File: src/rtl/lock_sequencer.sv
// lock_sequencer: six-digit combination lock FSM with fail counting, timed lockout and code reprogramming.
module lock_sequencer #(
  parameter int NUM_DIGITS = 6,
  parameter int MAX_FAILS = 3,
  parameter int LOCKOUT_CYCLES = 1000,
  parameter logic [4*NUM_DIGITS-1:0] DEFAULT_CODE = 24'h722297
) (
  input  logic       clk,
  input  logic       rst_n,
  input  logic [3:0] digit_in,
  input  logic       digit_valid,
  input  logic       clear,
  input  logic       prog_req,
  output logic [2:0] disp_sel,
  output logic [2:0] digit_idx,
  output logic       unlocked,
  output logic       locked_out,
  output logic [1:0] fail_count,
  output logic       digit_err
);
  localparam int TW = $clog2(LOCKOUT_CYCLES + 1);
  localparam logic [2:0] LAST = 3'(NUM_DIGITS - 1);
  localparam logic [1:0] MAXF = 2'(MAX_FAILS);
  localparam logic [TW-1:0] TLOAD = TW'(LOCKOUT_CYCLES - 1);
  localparam logic [2:0] D_DIGIT = 3'd0, D_ERROR = 3'd1, D_OPEN = 3'd2,
                         D_CLOSED = 3'd3, D_LOCKED = 3'd4, D_PROG = 3'd5;

  typedef enum logic [2:0] {ENTRY, OPEN, CLOSED, LOCKOUT, PROGRAM} state_t;

  state_t state;
  logic [4*NUM_DIGITS-1:0] code, shadow, shadow_next;
  logic [TW-1:0] timer;
  logic mismatch, mm, bad;
  logic [2:0] pos;
  logic [3:0] cur_nib;
  logic [1:0] fail_next;

  // digit 0 lives in the most significant nibble
  always_comb begin
    pos = LAST - digit_idx;
    cur_nib = code[{pos, 2'b00} +: 4];
    mm = mismatch | (digit_in != cur_nib);
    bad = digit_in > 4'd9;
    fail_next = (fail_count == MAXF) ? MAXF : fail_count + 2'd1;
    shadow_next = shadow;
    shadow_next[{pos, 2'b00} +: 4] = digit_in;
  end

  always_ff @(posedge clk or negedge rst_n) begin
    if (!rst_n) begin
      state <= ENTRY;
      digit_idx <= '0;
      mismatch <= 1'b0;
      code <= DEFAULT_CODE;
      shadow <= DEFAULT_CODE;
      fail_count <= '0;
      timer <= '0;
      disp_sel <= D_DIGIT;
      unlocked <= 1'b0;
      locked_out <= 1'b0;
      digit_err <= 1'b0;
    end else begin
      digit_err <= 1'b0;
      case (state)
        ENTRY: begin
          if (clear) begin
            digit_idx <= '0;
            mismatch <= 1'b0;
            disp_sel <= D_DIGIT;
          end else if (digit_valid && bad) begin
            digit_err <= 1'b1;
            disp_sel <= D_ERROR;
          end else if (digit_valid) begin
            disp_sel <= D_DIGIT;
            if (digit_idx == LAST) begin
              digit_idx <= '0;
              mismatch <= 1'b0;
              if (!mm) begin
                state <= OPEN;
                fail_count <= '0;
                disp_sel <= D_OPEN;
                unlocked <= 1'b1;
              end else if (fail_next == MAXF) begin
                state <= LOCKOUT;
                fail_count <= fail_next;
                timer <= TLOAD;
                disp_sel <= D_LOCKED;
                locked_out <= 1'b1;
              end else begin
                state <= CLOSED;
                fail_count <= fail_next;
                disp_sel <= D_CLOSED;
              end
            end else begin
              digit_idx <= digit_idx + 3'd1;
              mismatch <= mm;
            end
          end
        end
        OPEN: begin
          if (clear) begin
            state <= ENTRY;
            digit_idx <= '0;
            mismatch <= 1'b0;
            disp_sel <= D_DIGIT;
            unlocked <= 1'b0;
          end else if (prog_req) begin
            state <= PROGRAM;
            digit_idx <= '0;
            shadow <= code;
            disp_sel <= D_PROG;
          end
        end
        CLOSED: begin
          if (clear) begin
            state <= ENTRY;
            digit_idx <= '0;
            mismatch <= 1'b0;
            disp_sel <= D_DIGIT;
          end
        end
        LOCKOUT: begin
          if (timer == '0) begin
            state <= ENTRY;
            fail_count <= '0;
            digit_idx <= '0;
            mismatch <= 1'b0;
            disp_sel <= D_DIGIT;
            locked_out <= 1'b0;
          end else begin
            timer <= timer - 1'b1;
          end
        end
        PROGRAM: begin
          if (clear) begin
            state <= ENTRY;
            digit_idx <= '0;
            mismatch <= 1'b0;
            disp_sel <= D_DIGIT;
            unlocked <= 1'b0;
          end else if (digit_valid && bad) begin
            digit_err <= 1'b1;
            disp_sel <= D_ERROR;
          end else if (digit_valid) begin
            shadow <= shadow_next;
            disp_sel <= D_PROG;
            if (digit_idx == LAST) begin
              code <= shadow_next;
              state <= ENTRY;
              digit_idx <= '0;
              mismatch <= 1'b0;
              disp_sel <= D_DIGIT;
              unlocked <= 1'b0;
            end else begin
              digit_idx <= digit_idx + 3'd1;
            end
          end
        end
        default: state <= ENTRY;
      endcase
    end
  end
endmodule
File: config.mk
export PLATFORM = sky130hd
export DESIGN_NAME = lock_sequencer
export DESIGN_NICKNAME = d
export VERILOG_FILES = /design/src/rtl/lock_sequencer.sv
export SDC_FILE = /design/constraint.sdc
export NUM_CORES = 1
export LEC_CHECK = 0
export ABC_CLOCK_PERIOD_IN_PS = 3000
export BUFFER_PORTS_ARGS = -buffer_cell sky130_fd_sc_hd__buf_2
export CAP_MARGIN = 25
export CORE_ASPECT_RATIO = 1.4
export CORE_MARGIN = 1.5
export CORE_UTILIZATION = 52
export CTS_CLUSTER_DIAMETER = 80
export DETAILED_ROUTE_END_ITERATION = 10
export GPL_TIMING_DRIVEN = 0
export PLACE_DENSITY = 0.79
export REMOVE_ABC_BUFFERS = 1
export SLEW_MARGIN = 20
export SYNTH_ARGS = -nofsm -noshare
export SYNTH_HDL_FRONTEND = slang
export SYNTH_SLANG_ARGS = --single-unit
File: constraint.sdc
create_clock -name clk -period 3 [get_ports clk]
set_clock_uncertainty 0.1 [all_clocks]
set_input_delay 0.3 -clock clk [delete_from_list [all_inputs] [get_ports clk]]
set_output_delay 0.3 -clock clk [all_outputs]
set_load 0.1 [all_outputs]
==> flow_metrics.py <==
metrics = {
    "floorplanning": {
        "initial_core_util_pct": 53.5,
        "core_area_sq_um": 7750,
        "rows": 38,
        "fp.dieH_microns": 109,
        "boundaryPins": 20,
        "dieWidth_microns": 78.5,
        "dieArea_sq_um": 8530,
    },
    "route": {
        "via_per_inst": 6.17,
        "drt-total-wl_microns": 10300,
        "drt_iter0_drc": 311,
        "ant_nets": 0,
        "drt-pass1-iter-count": 5,
        "remaining_drc_errors": 0,
        "vias": 3545,
        "post_drt_wl_per_cell_microns": 17.8,
    },
    "synth": {
        "synth_ff_type": "dfrtp_1",
        "yosys_warnings": 0,
        "synthCells": 456,
        "ys_ff_latch": 73,
        "async_reset_ff_share_pct": 100,
        "syn_area_per_cell_sq_um": 9.10,
        "syn-cell-area_sq_um": 4150,
        "synth_edf_count": 0,
        "seq_area_frac_synth_pct": 44.7,
        "synth_cell_types": 61,
    },
    "place": {
        "place.port_buffers": 19,
        "gp_congestion": 0.898,
        "dp_hpwl_microns": 6710,
        "placedInstanceArea_sq_um": 4290,
    },
    "power_and_ir_drop": {
        "ir_worst_vdd_v": 0.000370,
        "p_leak_nw": 1.93,
        "powerDensity_nw_per_um2": 534,
    },
    "worst_hold_path": {
        "hp-class": "in2reg",
    },
    "grt": {
        "grtUsageTotal_pct": 25.1,
        "grt_pass1_vias": 3406,
        "antenna_found_initial": 0,
        "globalRouteOverflowTotal": 0,
        "grt_pass1_wl_microns": 16500,
        "grt_max_degree": 49,
    },
    "layout": {
        "fin_nets": 487,
        "final_area_sq_um": 4680,
        "fin_util_pct": 60.3,
        "diodes": 0,
        "syn2layout_area_growth_pct": 12.7,
        "drive_gt1_share_pct": 18.7,
    },
    "clock_tree": {
        "clk_latency_ns": 0.36,
        "cts_buffers": 9,
        "root_buffer": "clkbuf_8",
        "tritoncts": "done",
        "clockBufferDepth": 2,
        "cts.sinks": 73,
        "clk_pin_slew_ns": 0.08,
        "htree_levels": 3,
    },
    "outcome": {
        "status": "complete, no violations",
    },
    "timing": {
        "tns_ns": 0,
        "setup_viol": 0,
        "slew-limit-headroom_pct": 39.9,
        "fmax_ghz": 0.344,
        "min_period_over_period_pct": 96.8,
        "slew_violations": 0,
        "hold_viol": 0,
        "period_needed_ns": 2.90,
        "worst_slew_pin_slew_ns": 0.899,
        "rsz0062_at_grt": "true",
    },
    "setup_path": {
        "critPathArrivalTime_ns": 3.10,
        "critPathLaunchType": "flip-flop",
        "cp.required_ns": 3.19,
        "end_kind": "flip-flop",
        "critPathMaxFanout": 12,
        "critPathKind": "reg2reg",
    },
    "run": {
        "cap_viol_max_count": 0,
    },
}
[stage by stage]
| step | worst slack (ns) | instances | hold WS [ns] | total power [W] |
|---|---|---|---|---|
| 2_1_floorplan | -0.679 | 430 | -0.0956 | 0.00136 |
| 3_3_place_gp | -1.05 | 549 | 0.357 | 0.00146 |
| 3_5_place_dp | -0.433 | 551 | 0.194 | 0.00148 |
| 4_1_cts | 0.0290 | 569 | 0.238 | 0.00247 |
| 5_1_grt | -0.0346 | 575 | 0.255 | 0.00259 |
| 6_report | 0.0958 | 575 | 0.248 | 0.00250 |
[worst max-delay path, cell delays in order, from the launching register on]
cell and delay, ns:
dfrtp_2 0.44, clkinvlp_4 0.15, ha_4 0.37, mux2_2 0.38, a222oi_1 0.40, xnor2_1 0.11, or3_4 0.39, o21ai_4 0.19
buf_12 0.15, a21boi_1 0.15
[synthesized netlist by cell type (3+ instances only)]
cell,n,share of area [%]
nor2b_1,4,0.60
a2bb2oi_1,8,1.7
dfstp_2,22,14
o21ai_0,37,4.5
nor2_1,38,3.4
nand2_1,63,5.7
a21o_1,5,0.90
nand3b_1,3,0.54
mux2i_1,10,2.4
and3_1,4,0.60
nand3_1,14,1.7
buf_6,3,0.81
o2bb2ai_1,8,1.7
nor3_1,20,2.4
nand4_1,3,0.45
xor2_1,7,1.5
ha_1,8,2.4
a211oi_1,4,0.72
a22oi_1,4,0.72
and2_1,5,0.75
clkbuf_1,21,1.9
inv_1,13,1.2
a21oi_1,34,4.1
nor4b_1,3,0.63
mux2_2,3,0.81
dfrtp_1,51,31
o22ai_1,14,2.1
xnor2_1,5,1.1
[flip-flops by register name (all words and copies together), names as in the netlist]
register / flops
code: 24
digit_err: 1
digit_idx: 3
disp_sel: 3
fail_count: 2
locked_out: 1
mismatch: 1
shadow: 24
state: 3
timer: 10
unlocked: 1
[cell type report]
class / count / area (sq um)
multi-input combinational: 344 / 2180
clock inverter: 4 / 98.8
sequential: 73 / 1860
timing repair buffer: 29 / 208
fill: 657 / 3070
tap: 100 / 125
clock buffer: 12 / 155
inverter: 13 / 52.6
[power breakdown]
group / total [W] / switching (W) / internal, W
combinational: 0.000471 / 0.000332 / 0.000139
sequential: 0.00105 / 0.0000340 / 0.00101
clock: 0.000981 / 0.000381 / 0.000600
total: 0.00250 / 0.000747 / 0.00175
[cell usage in the layout, fill, tap and decap left out, drive strengths merged, types with 3 or more instances in the layout]
cell | synthesis | layout
nand2 | 63 | 63
dfrtp | 51 | 51
nor2 | 39 | 39
o21ai | 38 | 38
a21oi | 34 | 34
buf | 4 | 28
dfstp | 22 | 22
nor3 | 20 | 20
o22ai | 14 | 14
nand3 | 14 | 14
inv | 13 | 12
clkbuf | 22 | 12
mux2i | 10 | 10
o2bb2ai | 8 | 8
a2bb2oi | 8 | 8
ha | 8 | 8
xor2 | 7 | 7
xnor2 | 5 | 5
and2 | 5 | 5
a21o | 5 | 5
a22oi | 5 | 5
nor2b | 4 | 4
a211oi | 4 | 4
and3 | 4 | 4
mux2 | 4 | 4
nor4b | 3 | 3
nand3b | 3 | 3
nand4 | 3 | 3
bufinv | 0 | 3
mux4 | 3 | 3
nor3b | 3 | 3
[path summary, 6_finish.rpt]
path                               from         end  slack [ns]  cells past startpoint
max in group asynchronous         rst_n     code[0]        1.80                      3
min                         digit_in[0]   shadow[0]        0.25                      3
min in group asynchronous         rst_n    timer[1]        0.34                      2
max reg2reg                digit_idx[1]    timer[3]         0.1                      9
min reg2reg                  locked_out  locked_out        0.38                      2
max                        digit_idx[1]    timer[3]         0.1                      9
[timing repair]
item,in CTS,in global routing
pin swaps,1,1
setup endpoints to repair,45,34
gates resized for setup,7,4
hold buffers,1,0
setup buffers,1,6
hold endpoints to repair,22,0
[metal layers]
| layer | share of wire, % | GRT usage (%) | vias to the layer above |
|---|---|---|---|
| li1 | - | - | 1681 |
| met4 | 2.7 | 10.6 | 0 |
| met1 | 42 | 30.7 | 1718 |
| met3 | 4.6 | 5.27 | 23 |
| met5 | 0 | 0 | - |
| met2 | 51 | 43.0 | 123 |
[logic make-up (layout without fill, tap and decap cells)]
kind of cell | after synthesis | after routing | synth area share (%)
buffers and inverters | 39 | 58 | 4.13
AOI/OAI and AO/OA | 136 | 136 | 21.2
muxes | 17 | 17 | 5.40
and+or+nand+nor | 171 | 171 | 19.6
adders and majority gates | 8 | 8 | 2.41
xor gates and xnor gates | 12 | 12 | 2.53
DFF | 73 | 73 | 44.7
No activity file was read; power rests on OpenSTA's default activity.
